$ cat src/rtl/lc3b_types.sv
// Shared LC-3b types: register index, scoreboard counter width and
// the default limit on register writes in flight.
package lc3b_types;

  typedef logic [2:0] lc3b_reg;
  typedef logic [1:0] sb_cnt_t;

  localparam int MAX_INFLIGHT_DEFAULT = 4;

endpackage

$ cat src/rtl/reg_scoreboard_if.sv
// Decode/writeback handshake between the pipeline and the register scoreboard.
interface reg_scoreboard_if;
  import lc3b_types::*;

  logic       issue_valid;
  logic       issue_regwrite;
  lc3b_reg    issue_dest;
  lc3b_reg    src1;
  lc3b_reg    src2;
  logic       src1_used;
  logic       src2_used;
  logic       wb_valid;
  lc3b_reg    wb_dest;
  logic       clear;
  logic       stall;
  logic [7:0] pending_mask;
  logic [2:0] inflight;
  logic       wb_err;

  modport master (
    output issue_valid, issue_regwrite, issue_dest, src1, src2,
           src1_used, src2_used, wb_valid, wb_dest, clear,
    input  stall, pending_mask, inflight, wb_err
  );

  modport slave (
    input  issue_valid, issue_regwrite, issue_dest, src1, src2,
           src1_used, src2_used, wb_valid, wb_dest, clear,
    output stall, pending_mask, inflight, wb_err
  );

endinterface

$ cat src/rtl/sb_counter.sv
// Per-register pending-write counter; a decrement against an empty
// counter is ignored and flagged on err.
module sb_counter
  import lc3b_types::*;
(
  input  logic    clk,
  input  logic    rst_n,
  input  logic    inc,
  input  logic    dec,
  input  logic    clr,
  output sb_cnt_t count,
  output logic    err
);

  logic dec_ok;

  assign dec_ok = dec && (count != '0);
  assign err    = dec && (count == '0);

  always_ff @(posedge clk or negedge rst_n) begin
    if (!rst_n) begin
      count <= '0;
    end else if (clr) begin
      count <= '0;
    end else if (inc && !dec_ok) begin
      count <= count + 2'd1;
    end else if (!inc && dec_ok) begin
      count <= count - 2'd1;
    end
  end

endmodule

$ cat src/rtl/reg_scoreboard.sv
// Register scoreboard for the LC-3b decode stage: tracks writes in flight
// per register and holds decode on RAW hazards or a full issue window.
module reg_scoreboard
  import lc3b_types::*;
#(
  parameter int MAX_INFLIGHT = MAX_INFLIGHT_DEFAULT
) (
  input  logic           clk,
  input  logic           rst_n,
  reg_scoreboard_if.slave sb
);

  sb_cnt_t    cnt [8];
  logic [7:0] cnt_err;
  logic [7:0] pending;
  logic [2:0] inflight_q;
  logic       wb_err_q;
  logic       src1_hit;
  logic       src2_hit;
  logic       dest_full;
  logic       window_full;
  logic       wb_hit;
  logic       issue_inc;
  logic       wb_err_d;
  logic       stall_c;

  // R0 is never a producer, so its slot is tied off rather than counted.
  assign cnt[0]     = '0;
  assign cnt_err[0] = 1'b0;
  assign pending[0] = 1'b0;

  for (genvar r = 1; r < 8; r++) begin : g_cnt
    sb_counter u_cnt (
      .clk   (clk),
      .rst_n (rst_n),
      .inc   (issue_inc && (sb.issue_dest == lc3b_reg'(r))),
      .dec   (sb.wb_valid && (sb.wb_dest == lc3b_reg'(r))),
      .clr   (sb.clear),
      .count (cnt[r]),
      .err   (cnt_err[r])
    );
    assign pending[r] = (cnt[r] != '0);
  end

  always_comb begin
    wb_hit    = sb.wb_valid && (cnt[sb.wb_dest] != '0);
    // A source is free if this cycle's writeback retires its last pending write.
    src1_hit  = sb.src1_used && (cnt[sb.src1] != '0) &&
                !(sb.wb_valid && (sb.wb_dest == sb.src1) && (cnt[sb.src1] == 2'd1));
    src2_hit  = sb.src2_used && (cnt[sb.src2] != '0) &&
                !(sb.wb_valid && (sb.wb_dest == sb.src2) && (cnt[sb.src2] == 2'd1));
    dest_full = (cnt[sb.issue_dest] == 2'd3);
    // Only a writeback that really frees a slot can make room in a full window.
    window_full = (inflight_q == 3'(MAX_INFLIGHT)) && !wb_hit;
    stall_c   = sb.issue_valid && (src1_hit || src2_hit || dest_full || window_full);
    issue_inc = sb.issue_valid && !stall_c && sb.issue_regwrite && (sb.issue_dest != '0);
    wb_err_d  = sb.wb_valid && !sb.clear && ((sb.wb_dest == '0) || cnt_err[sb.wb_dest]);
  end

  always_ff @(posedge clk or negedge rst_n) begin
    if (!rst_n) begin
      inflight_q <= '0;
      wb_err_q   <= 1'b0;
    end else begin
      wb_err_q <= wb_err_d;
      if (sb.clear) begin
        inflight_q <= '0;
      end else if (issue_inc && !wb_hit) begin
        inflight_q <= inflight_q + 3'd1;
      end else if (!issue_inc && wb_hit) begin
        inflight_q <= inflight_q - 3'd1;
      end
    end
  end

  assign sb.stall        = stall_c;
  assign sb.pending_mask = pending;
  assign sb.inflight     = inflight_q;
  assign sb.wb_err       = wb_err_q;

endmodule

$ cat src/flat_wrapper.sv
// flat-port wrapper written by rule: the top's interface ports become plain ports
module reg_scoreboard_flat import lc3b_types::*;
#(
  parameter int MAX_INFLIGHT = MAX_INFLIGHT_DEFAULT
)
  (clk, rst_n, sb_issue_valid, sb_issue_regwrite, sb_issue_dest, sb_src1, sb_src2, sb_src1_used, sb_src2_used, sb_wb_valid, sb_wb_dest, sb_clear, sb_stall, sb_pending_mask, sb_inflight, sb_wb_err);
  reg_scoreboard_if sb_i ();
  input  logic clk;
  input  logic rst_n;
  input wire logic [$bits(sb_i.issue_valid)-1:0] sb_issue_valid;
  input wire logic [$bits(sb_i.issue_regwrite)-1:0] sb_issue_regwrite;
  input wire logic [$bits(sb_i.issue_dest)-1:0] sb_issue_dest;
  input wire logic [$bits(sb_i.src1)-1:0] sb_src1;
  input wire logic [$bits(sb_i.src2)-1:0] sb_src2;
  input wire logic [$bits(sb_i.src1_used)-1:0] sb_src1_used;
  input wire logic [$bits(sb_i.src2_used)-1:0] sb_src2_used;
  input wire logic [$bits(sb_i.wb_valid)-1:0] sb_wb_valid;
  input wire logic [$bits(sb_i.wb_dest)-1:0] sb_wb_dest;
  input wire logic [$bits(sb_i.clear)-1:0] sb_clear;
  output wire logic [$bits(sb_i.stall)-1:0] sb_stall;
  output wire logic [$bits(sb_i.pending_mask)-1:0] sb_pending_mask;
  output wire logic [$bits(sb_i.inflight)-1:0] sb_inflight;
  output wire logic [$bits(sb_i.wb_err)-1:0] sb_wb_err;
  assign sb_i.issue_valid = sb_issue_valid;
  assign sb_i.issue_regwrite = sb_issue_regwrite;
  assign sb_i.issue_dest = sb_issue_dest;
  assign sb_i.src1 = sb_src1;
  assign sb_i.src2 = sb_src2;
  assign sb_i.src1_used = sb_src1_used;
  assign sb_i.src2_used = sb_src2_used;
  assign sb_i.wb_valid = sb_wb_valid;
  assign sb_i.wb_dest = sb_wb_dest;
  assign sb_i.clear = sb_clear;
  assign sb_stall = sb_i.stall;
  assign sb_pending_mask = sb_i.pending_mask;
  assign sb_inflight = sb_i.inflight;
  assign sb_wb_err = sb_i.wb_err;
  reg_scoreboard #(.MAX_INFLIGHT(MAX_INFLIGHT)) u_core (.clk(clk), .rst_n(rst_n), .sb(sb_i));
endmodule
$ cat config.mk
export PLATFORM = sky130hd
export DESIGN_NAME = reg_scoreboard_flat
export DESIGN_NICKNAME = d
export VERILOG_FILES = /design/src/rtl/lc3b_types.sv /design/src/rtl/reg_scoreboard_if.sv /design/src/rtl/sb_counter.sv /design/src/rtl/reg_scoreboard.sv /design/src/flat_wrapper.sv
export SDC_FILE = /design/constraint.sdc
export NUM_CORES = 1
export LEC_CHECK = 0
export CORE_AREA = 2 2 62 64
export DETAILED_ROUTE_END_ITERATION = 7
export DIE_AREA = 0 0 64 66
export PLACE_DENSITY = 0.89
export SETUP_SLACK_MARGIN = 0.2
export SLEW_MARGIN = 10
export SYNTH_ARGS = -nofsm -noshare
export SYNTH_HDL_FRONTEND = slang
export SYNTH_SLANG_ARGS = --single-unit
$ cat constraint.sdc
create_clock -name clk -period 4 [get_ports clk]
set_input_delay 0.8 -clock clk [delete_from_list [all_inputs] [get_ports clk]]
set_output_delay 0.8 -clock clk [all_outputs]
set_load 0.03 [all_outputs]
==> results of run 1 <==
==> state kept, by name (all words and copies together) (netlist names) <==
name / flops
u_core.g_cnt.u_cnt.count: 14
u_core.sb.inflight: 3
u_core.sb.wb_err: 1
==> final timing paths <==
path                                                 from                             end  slack [ns]  cells past startpoint
max reg2reg                u_core.g_cnt[4].u_cnt.count[0]           u_core.sb.inflight[1]        0.91                     11
min in group asynchronous                           rst_n  u_core.g_cnt[3].u_cnt.count[0]        0.94                      1
min reg2reg                u_core.g_cnt[7].u_cnt.count[1]  u_core.g_cnt[7].u_cnt.count[1]        0.69                      2
max in group asynchronous                           rst_n  u_core.g_cnt[1].u_cnt.count[0]        2.54                      1
min                        u_core.g_cnt[7].u_cnt.count[1]  u_core.g_cnt[7].u_cnt.count[1]        0.69                      2
max                                            sb_src2[1]           u_core.sb.inflight[1]        0.39                     12
==> cells in the mapped netlist (all sizes together) (4+ instances only) <==
library cell / count
mux4: 4
mux2: 4
o211ai: 10
and3: 7
dfrtp: 18
clkbuf: 11
a21oi: 17
nand2b: 8
nor2b: 6
nand2: 20
nand3: 7
mux2i: 4
inv: 11
nor3: 16
xor2: 6
buf: 4
o21ai: 12
nor2: 19
==> layout make-up <==
class / count / area [um^2] / area share (%)
Multi-Input combinational cell: 183 / 1280 / 54.9
Timing Repair Buffer: 52 / 462 / 19.8
Sequential cell: 18 / 450 / 19.4
Tap cell: 48 / 60.1 / 2.58
Inverter: 11 / 41.3 / 1.78
Clock buffer: 4 / 36.3 / 1.56
==> through the flow <==
stage | instances | cell area [um^2] | utilization (%) | setup WS (ns) | power (uW)
after floorplan | 227 | 1840 | - | 0.570 | 299
after global placement | 312 | 2300 | 64.7 | -0.0185 | 362
after detailed placement | 312 | 2300 | 64.7 | -0.0488 | 365
after CTS | 316 | 2330 | 65.6 | 0.220 | 484
after global routing | 316 | 2330 | 65.5 | 0.232 | 513
final | 316 | 2330 | 65.5 | 0.386 | 485
==> critical path, cell delays in order <==
cell and delay (ns):
clkdlybuf4s50_1 0.57, mux2_2 0.36, a221oi_1 0.26, nor3b_1 0.08
a211o_1 0.28, nor3_4 0.19, buf_4 0.28, and3_1 0.21
fa_1 0.44, nor3_1 0.19, o211ai_1 0.12, nand2_1 0.10
==> timing repair <==
action | 4_1_cts | 5_1_grt
gates cloned | 0 | 0
setup endpoints to repair | 1 | 1
setup buffers | 0 | 0
resized for setup | 2 | 2
==> cells by family (layout without fill, tap and decap cells) <==
group	Yosys count	count (layout)	share of synthesized area [%]
simple gates	104	104	33.7
compound gates	59	59	21.6
buf+inv	26	67	6.38
flops	18	18	24.4
mux	12	12	9.70
xor+xnor	6	6	2.85
fa+ha+maj	1	1	1.09
other cells	1	1	0.203
==> routing by layer <==
| layer | part of all wire, % | track usage (%) |
|---|---|---|
| met1 | 46 | 36.9 |
| met2 | 45 | 42.3 |
| met3 | 6.3 | 3.07 |
| met4 | 1.9 | 8.97 |
| met5 | 0 | 0 |
==> power by group through the flow <==
stage	registers (uW)	clock network, uW	logic, uW
after floorplan	205	0	93.9
after global placement	199	0	163
after detailed placement	199	0	166
after CTS	195	123	166
after global routing	196	136	180
final	195	123	167
==> run metrics, run 1 <==
DRC 0; growth of design area from synthesis to finish 26.1%; Syn Std Cell Area about 1800 um^2; NetSw 169 uW; final cycle utilization of the critical path 90.4%; initial antenna violation count 0; number of hold violations in the final report 0; cell at the root of the clock tree clkbuf_4; synth top area cells dfrtp_1 (24%), a21oi_1 (4.6%), nand2_1 (4.1%), o211ai_1 (4.1%), nor2_1 (3.7%); number of inserted diodes 0; Final GP Congestion 1.03; maximum frequency from static timing analysis 277 MHz; result of the run completed; post-route ant nets 0; Tightest Pin Transition 1.04 ns; total number of yosys warnings 0; share of the synthesized area in the top cell type 24.4%; initial standard-cell utilization of the core 51.9%; count of H-tree levels built during CTS 1; RSZ-0062 raised after global routing no; via count normalized by instance count 6.06; crit path time final 3.61 ns; latest clock arrival within the worst-skew pair 0.32 ns; CP Launch Type input pin; flip-flop and latch count after synthesis 18; DPL Wire Length roughly 3900 um; maximum root-to-sink buffer count 2; combinational share of power 34.4%; Boundary Pins 33; most used cells in the layout excluding fill and tap cells clkdlybuf4s50_1 (29), buf_4 (21), nand2_1 (20); Crit path arrival time 3.87 ns; share of final-layout standard cells stronger than drive strength 1 between 10% and 20%; total clock buffers created by CTS 3; setup_tns 0 ns; peak supply drop roughly 110 uV; ys flop type dfrtp_1; share of synthesized area occupied by flip-flops and latches 24.4%; routed length per placed instance 16.4 um; Worst Path Max Fanout 22; DIE AREA around 4200 um^2; worst setup skew after layout 0.00506 ns; Hold-fix buffers, CTS 0; die outline height 66 um; port bufs 31; total number of vias about 1900; count of endpoints failing setup in the final report 0; class of the worst hold path flip-flop to flip-flop; via count of the first global-routing pass between 1500 and 2000; max-cap check violation count 0; instance count of the mapped netlist 227; Net Count, Synth 248; clock-pin transition on the worst setup and hold timing paths 0.12 ns; internal power summed over all cells 316 uW; fill cell count 298; x dimension of the die 64 um; placement row count 22; total detailed-routing wirelength just over 5000 um; capturing element type of the critical path flip-flop; first-pass detailed-route iteration total 4; number of synthesized flops with an enable pin 0; TritonCTS clock tree built; most common cell after layout, fill and taps aside clkdlybuf4s50_1; proportion of power drawn by the clock network 25.3%; PwrDens 209 nW/um^2; average cell area after synthesis slightly above 8 um^2; fraction of registers with async set/reset 100%; first-pass GRT wire length 8650 um; grt total ovfl 0; max-slew violation total from the final report 0; maximum number of pins on one net before global-route repair 28; unique cell type count in the Yosys netlist 57; clock net sink count 18; headroom to the max-slew limit 30.1%; sw frac 34.8%; worst hold-check slack 0.687 ns; GRT Overall Usage 26.4%; Final #Nets between 200 and 300; leading area contributor after synthesis dfrtp_1; critical path class input pin to flip-flop; area of the core region 3550 um^2; sequential cell fraction of total power between 40% and 50%; number of violations reported at the end of detailed-routing iteration 0 157; Leakage 0.00102 uW; required time of the critical path 4.26 ns
Note: power is estimated with default switching activity, not from simulation.
==> inputs of run 2 (changes only) <==
--- a/config.mk
+++ b/config.mk
@@ -6,6 +6,7 @@
 export NUM_CORES = 1
 export LEC_CHECK = 0
 export CORE_AREA = 2 2 62 64
+export CTS_CLUSTER_DIAMETER = 120
 export DETAILED_ROUTE_END_ITERATION = 7
 export DIE_AREA = 0 0 64 66
 export PLACE_DENSITY = 0.89
==> results of run 2 <==
Final layout, timing and power as in run 1 (identical DEF).
